### src/rtl/prog_feeder_pkg.sv
// prog_feeder_pkg: shared definitions for the program feeder.
//   WORD_W  - program word / processor data width
//   OP_MVI  - opcode whose following word is an immediate operand
//   OP_HALT - opcode that stops the feeder without issuing
//   state_t - feeder FSM states
//   opcode  - extracts the opcode field from a program word
package prog_feeder_pkg;

  localparam int WORD_W = 16;

  localparam logic [2:0] OP_MVI  = 3'b001;
  localparam logic [2:0] OP_HALT = 3'b111;

  typedef enum logic [2:0] {
    ST_IDLE,
    ST_FETCH,
    ST_ISSUE,
    ST_IMM,
    ST_WAIT,
    ST_HALT
  } state_t;

  function automatic logic [2:0] opcode(input logic [WORD_W-1:0] w);
    return w[WORD_W-1:WORD_W-3];
  endfunction

endpackage

### src/rtl/prog_feeder_mem.sv
// prog_mem: DEPTH x WORD_W single-write, synchronous-read program store.
// Contents are never reset so a program survives a feeder reset.
// Ports:
//   i_clk   - clock
//   i_we    - write enable (already qualified by the feeder)
//   i_waddr - write address
//   i_wdata - write data
//   i_raddr - read address, data appears on o_rdata after the next edge
//   o_rdata - registered read data
module prog_mem
  import prog_feeder_pkg::*;
#(
  parameter int DEPTH = 32,
  localparam int AW = $clog2(DEPTH)
) (
  input  logic              i_clk,
  input  logic              i_we,
  input  logic [AW-1:0]     i_waddr,
  input  logic [WORD_W-1:0] i_wdata,
  input  logic [AW-1:0]     i_raddr,
  output logic [WORD_W-1:0] o_rdata
);

  logic [WORD_W-1:0] r_mem [DEPTH];

  always_ff @(posedge i_clk) begin
    if (i_we) r_mem[i_waddr] <= i_wdata;
    o_rdata <= r_mem[i_raddr];
  end

endmodule

### src/rtl/prog_feeder.sv
// prog_feeder: steps through a stored program, presenting each word to a
// processor and pulsing Run per instruction, then waiting for Done.
// Ports:
//   Clock  - clock, all state on the rising edge
//   Resetn - synchronous active-high reset (store contents preserved)
//   Start  - run the program from address 0 (honoured in IDLE/HALT)
//   WrEn   - program-store write strobe (honoured in IDLE/HALT)
//   WrAddr - program-store write address
//   WrData - program-store write data
//   Done   - processor instruction-complete strobe
//   DIN    - word presented to the processor
//   Run    - one-cycle instruction-issue strobe
//   PC     - address of the next word to fetch
//   Busy   - high outside IDLE and HALT
//   Halted - high in HALT
//   Error  - sticky Done-timeout flag, cleared by Start
module prog_feeder
  import prog_feeder_pkg::*;
#(
  parameter int DEPTH   = 32,
  parameter int TIMEOUT = 15,
  localparam int AW = $clog2(DEPTH)
) (
  input  logic              Clock,
  input  logic              Resetn,
  input  logic              Start,
  input  logic              WrEn,
  input  logic [AW-1:0]     WrAddr,
  input  logic [WORD_W-1:0] WrData,
  input  logic              Done,
  output logic [WORD_W-1:0] DIN,
  output logic              Run,
  output logic [AW-1:0]     PC,
  output logic              Busy,
  output logic              Halted,
  output logic              Error
);

  localparam int TW = (TIMEOUT > 1) ? $clog2(TIMEOUT) : 1;

  state_t            r_state;
  logic [AW-1:0]     r_pc;
  logic [WORD_W-1:0] r_din;
  logic [TW-1:0]     r_tcnt;
  logic              r_err;

  logic [WORD_W-1:0] w_rdata;
  logic [AW-1:0]     w_raddr;
  logic              w_we;
  logic              w_idle_or_halt;
  logic              w_halt_op;
  logic              w_mvi_op;

  assign w_idle_or_halt = (r_state == ST_IDLE) || (r_state == ST_HALT);
  // Reset wins over a coincident write.
  assign w_we      = WrEn && !Resetn && w_idle_or_halt;
  // During ISSUE the store is already addressed at PC+1 so a possible
  // immediate word is ready in IMM; the AW-bit add wraps DEPTH-1 to 0.
  assign w_raddr   = (r_state == ST_ISSUE) ? r_pc + AW'(1) : r_pc;
  assign w_halt_op = (opcode(w_rdata) == OP_HALT);
  assign w_mvi_op  = (opcode(w_rdata) == OP_MVI);

  prog_mem #(.DEPTH(DEPTH)) u_mem (
    .i_clk   (Clock),
    .i_we    (w_we),
    .i_waddr (WrAddr),
    .i_wdata (WrData),
    .i_raddr (w_raddr),
    .o_rdata (w_rdata)
  );

  always_ff @(posedge Clock) begin
    if (Resetn) begin
      r_state <= ST_IDLE;
      r_pc    <= '0;
      r_din   <= '0;
      r_tcnt  <= '0;
      r_err   <= 1'b0;
    end else begin
      case (r_state)
        ST_IDLE, ST_HALT: begin
          if (Start) begin
            r_state <= ST_FETCH;
            r_pc    <= '0;
            r_err   <= 1'b0;
          end
        end
        ST_FETCH: r_state <= ST_ISSUE;
        ST_ISSUE: begin
          r_din  <= w_rdata;
          r_pc   <= r_pc + AW'(1);
          r_tcnt <= '0;
          if (w_halt_op)     r_state <= ST_HALT;
          else if (w_mvi_op) r_state <= ST_IMM;
          else               r_state <= ST_WAIT;
        end
        ST_IMM: begin
          r_din   <= w_rdata;
          r_pc    <= r_pc + AW'(1);
          r_state <= ST_WAIT;
        end
        ST_WAIT: begin
          // Done has priority over a timeout expiring in the same cycle.
          if (Done) begin
            r_state <= ST_FETCH;
          end else if (r_tcnt == TW'(TIMEOUT - 1)) begin
            r_err   <= 1'b1;
            r_state <= ST_HALT;
          end else begin
            r_tcnt <= r_tcnt + TW'(1);
          end
        end
        default: r_state <= ST_IDLE;
      endcase
    end
  end

  // The store output is itself a register, so ISSUE/IMM present it
  // directly; other states hold the last presented word.
  assign DIN    = ((r_state == ST_ISSUE) || (r_state == ST_IMM)) ? w_rdata : r_din;
  assign Run    = (r_state == ST_ISSUE) && !w_halt_op;
  assign PC     = r_pc;
  assign Busy   = !w_idle_or_halt;
  assign Halted = (r_state == ST_HALT);
  assign Error  = r_err;

endmodule

### config.mk
export PLATFORM = sky130hd
export DESIGN_NAME = prog_feeder
export DESIGN_NICKNAME = d
export VERILOG_FILES = /design/src/rtl/prog_feeder_pkg.sv /design/src/rtl/prog_feeder_mem.sv /design/src/rtl/prog_feeder.sv
export SDC_FILE = /design/constraint.sdc
export NUM_CORES = 1
export LEC_CHECK = 0
export ABC_AREA = 1
export CELL_PAD_IN_SITES_DETAIL_PLACEMENT = 0
export CELL_PAD_IN_SITES_GLOBAL_PLACEMENT = 2
export CORE_MARGIN = 8
export CORE_UTILIZATION = 42
export CTS_BUF_LIST = sky130_fd_sc_hd__clkbuf_8 sky130_fd_sc_hd__clkbuf_16
export CTS_CLUSTER_DIAMETER = 200
export CTS_CLUSTER_SIZE = 8
export DETAILED_ROUTE_END_ITERATION = 8
export GPL_TIMING_DRIVEN = 0
export PLACE_DENSITY = 0.78
export SLEW_MARGIN = 20
export SYNTH_ARGS = -nofsm -noshare
export SYNTH_HDL_FRONTEND = slang
export SYNTH_HIERARCHICAL = 1
export SYNTH_SLANG_ARGS = --single-unit
export TNS_END_PERCENT = 30
### constraint.sdc
create_clock -name Clock -period 3.3 [get_ports Clock]
set_clock_uncertainty 0.15 [all_clocks]
set_input_delay 0.495 -clock Clock [delete_from_list [all_inputs] [get_ports Clock]]
set_output_delay 0.495 -clock Clock [all_outputs]
set_load 0.01 [all_outputs]
**Word level (Yosys, flattened, before mapping)**

Memory sizes are Yosys's and may differ from the RTL's. A register that Yosys moved wholly into a read port is not among the register bits.
Cells that the tools add are included.

- Add/subtract/negate cells: 2
- Multipliers: 0
- Divide/modulo/power cells: 0
- $lt $le $gt $ge: 0
- Equality and inequality tests: 13
- Shift-type cells: 0
- Multiplexer cells: 19
- Bitwise gates (word level): 0
- Reductions and logical operators: 18

Operator list:

| operator | number |
|---|---|
| $mux W16 | 1 |
| $mux W3 | 5 |
| $pmux W3 S5 | 1 |
| $mux W5 | 2 |
| $pmux W5 S2 | 1 |
| $eq A3 B3 Y1 const B | 3 |
| $mux W4 | 2 |
| $ne A2 B2 Y1 const B | 4 |
| $pmux W4 S2 | 1 |
| $eq A3 B1 Y1 const B | 2 |
| $eq A3 B2 Y1 const B | 2 |
| $reduce_bool A2 Y1 | 3 |
| $add A5 B1 Y5 const B | 1 |
| $mux W1 | 5 |
| $add A4 B1 Y4 const B | 1 |
| $eq A4 B4 Y1 const B | 1 |
| $reduce_and A2 Y1 | 2 |
| $reduce_and A4 Y1 | 1 |
| $reduce_or A2 Y1 | 2 |
| $logic_and A1 B1 Y1 | 3 |
| $logic_not A1 Y1 | 3 |
| $logic_not A3 Y1 | 1 |
| $ne A3 B3 Y1 const B | 1 |
| $reduce_and A3 Y1 | 1 |
| 2 further kinds | 3 |

- Register bits: 29
- Bits in latches: 0
- RAM bits: 512
- Memory bits (read-only): 0
- Bits of input ports: 26
- Output and inout bits: 25
- Logic and storage cells: 58
- Memories kept: 1

Memory list:

| memory | words | bits a word | read ports | clocked after memory_dff | wr ports | line | RTL |
|---|---|---|---|---|---|---|---|
| u_mem.r_mem | 32 | 16 | 1 | 1 | 1 | prog_feeder_mem.sv:24 | `logic [WORD_W-1:0] r_mem [DEPTH];` |

**Logic depth before layout (Yosys ltp)**

- Word-level depth: 5
- Depth in mapped cells: 15
- Depth with buffers taken out: 13

**Cells and area by module**

Netlist, hierarchy kept.

Modules (own cells, without submodules):

| module | instances | cells an instance | area an instance (µm²) | sequential area each (µm²) |
|---|---|---|---|---|
| prog_mem | 1 | 1794 | 21301.7 | 15695.1 |
| prog_feeder | 1 | 212 | 1471.4 | 580.6 |

**Worst setup path before layout**

OpenSTA, ideal clock, no wires.

- Path type: reg2reg
- Start: register r_state[2]
- End: memory u_mem.r_mem[27][0], enable pin
- Library setup time: 388 ps
- Arrival time: 2030 ps
- Data required time: 2762 ps
- Path slack: 731 ps
- Stages on the path, launching flop included: 7
- Buffers on the path: 0
- Clock period less this slack: 2569 ps
- Path through: dfxtp_1 > nand3_1 > nand2_2 > inv_1 > nor2_1 > nand3_1 > nor2_1

- Longest elaborated chain between the ends: 5

Ends and longest elaborated chain:

| what | line | RTL |
|---|---|---|
| start: declaration | prog_feeder.sv:41 | `state_t r_state;` |
| start signal: assignment | prog_feeder.sv:74 | `r_state <= ST_IDLE;` |
| start signal: assignment | prog_feeder.sv:83 | `r_state <= ST_FETCH;` |
| start signal: assignment | prog_feeder.sv:88 | `ST_FETCH: r_state <= ST_ISSUE;` |
| $eq A3 B3 Y1 / $logic_not A3 Y1 (equally long branches) | prog_feeder.sv:54 | `assign w_idle_or_halt = (r_state == ST_IDLE) \|\| (r_state == ST_HALT);` |
| $logic_or A1 B1 Y1 (*) | prog_feeder.sv:54 |  |
| $logic_and A1 B1 Y1 (*) | prog_feeder.sv:56 | `assign w_we = WrEn && !Resetn && w_idle_or_halt;` |
| net w_we | prog_feeder.sv:49 | `logic w_we;` |
| $mux W1 (*) | prog_feeder_mem.sv:27 | `if (i_we) r_mem[i_waddr] <= i_wdata;` |
| $mux W1 (not written as such) (*) | prog_feeder_mem.sv:27 |  |
| end: declaration | prog_feeder_mem.sv:24 |  |

The timed path passes the listed nets; every way through them passes the cells marked *.

**Final worst setup path**

- Start: register r_state[2]
- End: memory u_mem.r_mem[10][6], enable pin

The elaborated chain is that of the path after synthesis.

==> results.toml <==
[cells_and_area]
syn_to_final_growth_pct = 18.75
layout.cells.non_filler = 2899
drive_gt1_share_pct = 12.85
mostFrequentLayoutCell = "nand2_1"
layout_common_cells = "nand2_1, edfxtp_1, nand3_1"
final_net_count = 2205

[clock_tree]
cts_root_buf = "clkbuf_16"
cts.reportedPaths.clkPinSlew_ps = 50
cts-root-to-sink-buffers = 3
cts_inserted_buffers = 79
cts_tree = "yes"
htree_depth = 3
cts.sinks = 557
insertion_delay_ps = 610

[routing]
wl_met3_mm = 5.157
number_of_drc_violations_after_detailed_routing = 0
drt-wirelength-per-cell_microns = 23.83
detail-route-antenna-nets = 0
dr_wl_met2_mm = 31.28
topRoutingLayerUsed = "met4"
detailed_route_wire_length_mm = 69.08
via_count = 15407
drt_first_pass_iters = 5
detail_route.vias_per_cell = 5.315
drtIter0Drc = 1585
wl_met1_mm = 31.07

[sta]
final-setup-viol-count = 0
finalWorstPathRequiredPeriod_ps = 3168
worst_slew_margin_rel_pct = 47.31
hold_viol = 0
layout_worst_path_cycle_share_pct = 95.99
unrepaired_setup_endpoints_after_global_routing = "yes"
tightest_slew_ps = 790.4
timing.final.max_slew_violations = 0
setup_tns_ps = 0
max_clock_freq_ghz = 0.3157

[global_route]
antenna_violations_before_repair = 0
first_global_vias = 15069
wire_length_of_the_first_global_routing_pass_mm = 100.2
groute.usage.overall_pct = 21.95
gr-total-overflow = 0
grt_start_max_net_pins = 33

[yosys]
synthesis.area_sq_um = 22770
postSynthCellCount = 2006
ys_types = 32
ys_ff_latch = 557
synth_seq_area_share_pct = 71.47
synth_warnings = 6
mappedNetlistNets = 2035
syn-mean-instance-area_sq_um = 11.35

[outcome]
status = "complete, no violations"

[critical_path]
required_time_worst_endpoint_ps = 3460
timing.critical_path.to_type = "flip-flop"
rr_worst_depth = 7
timing.critical_path.slowest_cell_delay_ps = 590
worst-endpoint-arrival_ps = 3330
timing.critical_path.from = "r_state[2]"
r2r_end = "u_mem/r_mem[10][6]"
worst_path_max_delay_cell = "nor2_2"
cells_along_the_critical_path = "nand3_1, nand2_2, inv_1, nor2_2, nand3_2, nor2_2, buf_8"
timing.reg2reg.setup_slack_ps = 130
critical_path_peak_fanout = 11
reg2reg_from = "r_state[2]"
timing_worst_setup_path_type = "reg2reg"
worstSetupStartpointType = "flip-flop"
timing.critical_path.mode_cell = "nor2_2"

[job]
drv_cap = 0

[floorplanning]
core-area_sq_um = 53710
floorplan.die.height_microns = 248.9
dieWidth_microns = 248.9
design.die.area_sq_um = 61930
boundaryPins = 51
core.rowCount = 85
start_util_pct = 42.40

[min_path]
end_point_of_the_worst_hold_path = "u_mem/r_mem[25][7]"
hold_path_class = "in2reg"
hp-start = "WrData[7]"
whs_path_depth = 1

[place]
placedCellCount = 2788
detailed_place_hpwl_mm = 47.34
gpl.final_weighted_congestion = 0.8268
numPortBuffers = 49

[power]
power_density_over_the_cells_nw_per_um2 = 701.7
maximum_ir_drop_on_the_vdd_rail_v = 0.0003502
power.leakage_nw = 10.19
## area by class of cell
cell class | instances | area (sq um)
Antenna cell | 1 | 2.502
Buffer | 114 | 788.3
Clock buffer | 82 | 2052
Clock inverter | 25 | 117.6
Fill cell | 4729 | 26670
Inverter | 43 | 166.4
Multi-Input combinational cell | 1292 | 5714
Sequential cell | 557 | 16280
Tap cell | 696 | 870.8
Timing Repair Buffer | 89 | 1055
## kinds of logic (layout without fill, tap and decap cells)
family | after synthesis | in the layout | share of synthesized area [%]
fa+ha+maj | 3 | 3 | 0.1648
buf+inv | 157 | 353 | 4.176
simple gates | 1250 | 1250 | 23.19
xor+xnor | 5 | 5 | 0.1923
other cells | 0 | 1 | 0
flops | 557 | 557 | 71.47
compound gates | 34 | 34 | 0.8077
## flip-flops by register name, summed over array words and instances, names as in the netlist
register / count
u_mem/r_mem: 512
r_din: 16
u_mem/o_rdata: 16
PC: 5
r_tcnt: 4
r_state: 3
Error: 1
## stage by stage
| step | utilization, % | total power [mW] | setup WS, ps | instance area [sq um] | hold slack, ps |
|---|---|---|---|---|---|
| CTS | 50.28 | 19.14 | -285.7 | 27000 | 75.92 |
| global placement | 44.94 | 11.86 | -971.0 | 24130 | 349.5 |
| finish | 50.35 | 18.98 | 132.3 | 27040 | 113.3 |
| global route | 50.35 | 19.78 | -65.76 | 27040 | 107.8 |
| floorplan | - | 10.42 | 731.4 | 22770 | 332.6 |
| detailed placement | 46.09 | 11.92 | -436.6 | 24750 | 370.1 |
## critical path, delay by kind of cell, from the launching register on
| family | cells | cell delay, ps |
|---|---|---|
| buf+inv | 2 | 310 |
| flops | 1 | 550 |
| simple gates | 5 | 1840 |
## where the power goes
group	switching (mW)	total (mW)	internal [mW]	leakage (nW)
Clock	2.80	7.16	4.36	1.14
Combinational	2.60	3.88	1.28	4.07
Sequential	0.0605	7.93	7.87	4.97
## worst max-delay path by stage
stage	endpoint	slack, ps	cells past startpoint
6_report	u_mem/r_mem[10][6]	130	7
5_1_grt	u_mem/r_mem[22][5]	-70	7
4_1_cts	u_mem/r_mem[14][4]	-290	7
3_5_place_dp	u_mem/r_mem[6][1]	-440	7
3_3_place_gp	u_mem/r_mem[31][6]	-970	6
2_1_floorplan	u_mem/r_mem[27][10]	730	6
## cells in the mapped netlist
master | number | area, sq um
edfxtp_1 | 512 | 15370
clkbuf_1 | 23 | 86.33
dfxtp_1 | 45 | 900.9
o21ai_0 | 17 | 85.08
clkbuf_2 | 1 | 5.000
buf_4 | 28 | 210.2
nand2_2 | 2 | 12.51
a21oi_2 | 2 | 17.52
nor2_4 | 1 | 11.26
buf_12 | 1 | 20.02
buf_1 | 2 | 7.510
nor3_4 | 1 | 16.27
ha_1 | 3 | 37.54
inv_6 | 1 | 8.760
inv_1 | 39 | 146.4
o21ai_2 | 1 | 8.760
xor2_1 | 3 | 26.28
o21bai_1 | 1 | 7.510
or2_2 | 2 | 12.51
nand3_1 | 409 | 2047
xnor2_1 | 2 | 17.52
nand2_4 | 1 | 11.26
buf_6 | 24 | 270.3
or2_0 | 14 | 87.58
inv_2 | 3 | 11.26
nand2_1 | 760 | 2853
buf_2 | 34 | 170.2
buf_8 | 1 | 15.01
nor2_1 | 58 | 217.7
a21oi_1 | 12 | 60.06
nand4_1 | 2 | 12.51
o21ai_1 | 1 | 5.000
## metal layers
metal  vias to the layer above  GRT usage (%)
met5                         -              0
met4                         0          7.201
met3                        84          3.818
met2                       566          33.81
met1                      7515          31.34
li1                       7242              -
## what timing repair did
item / CTS / global route
hold buffers: 0 / 0
endpoints found under the setup margin: 392 / 525
setup buffers: 3 / 0
pin swaps: 3 / 0
gates resized for setup: 7 / 12
(Power assumes the default switching activity.)
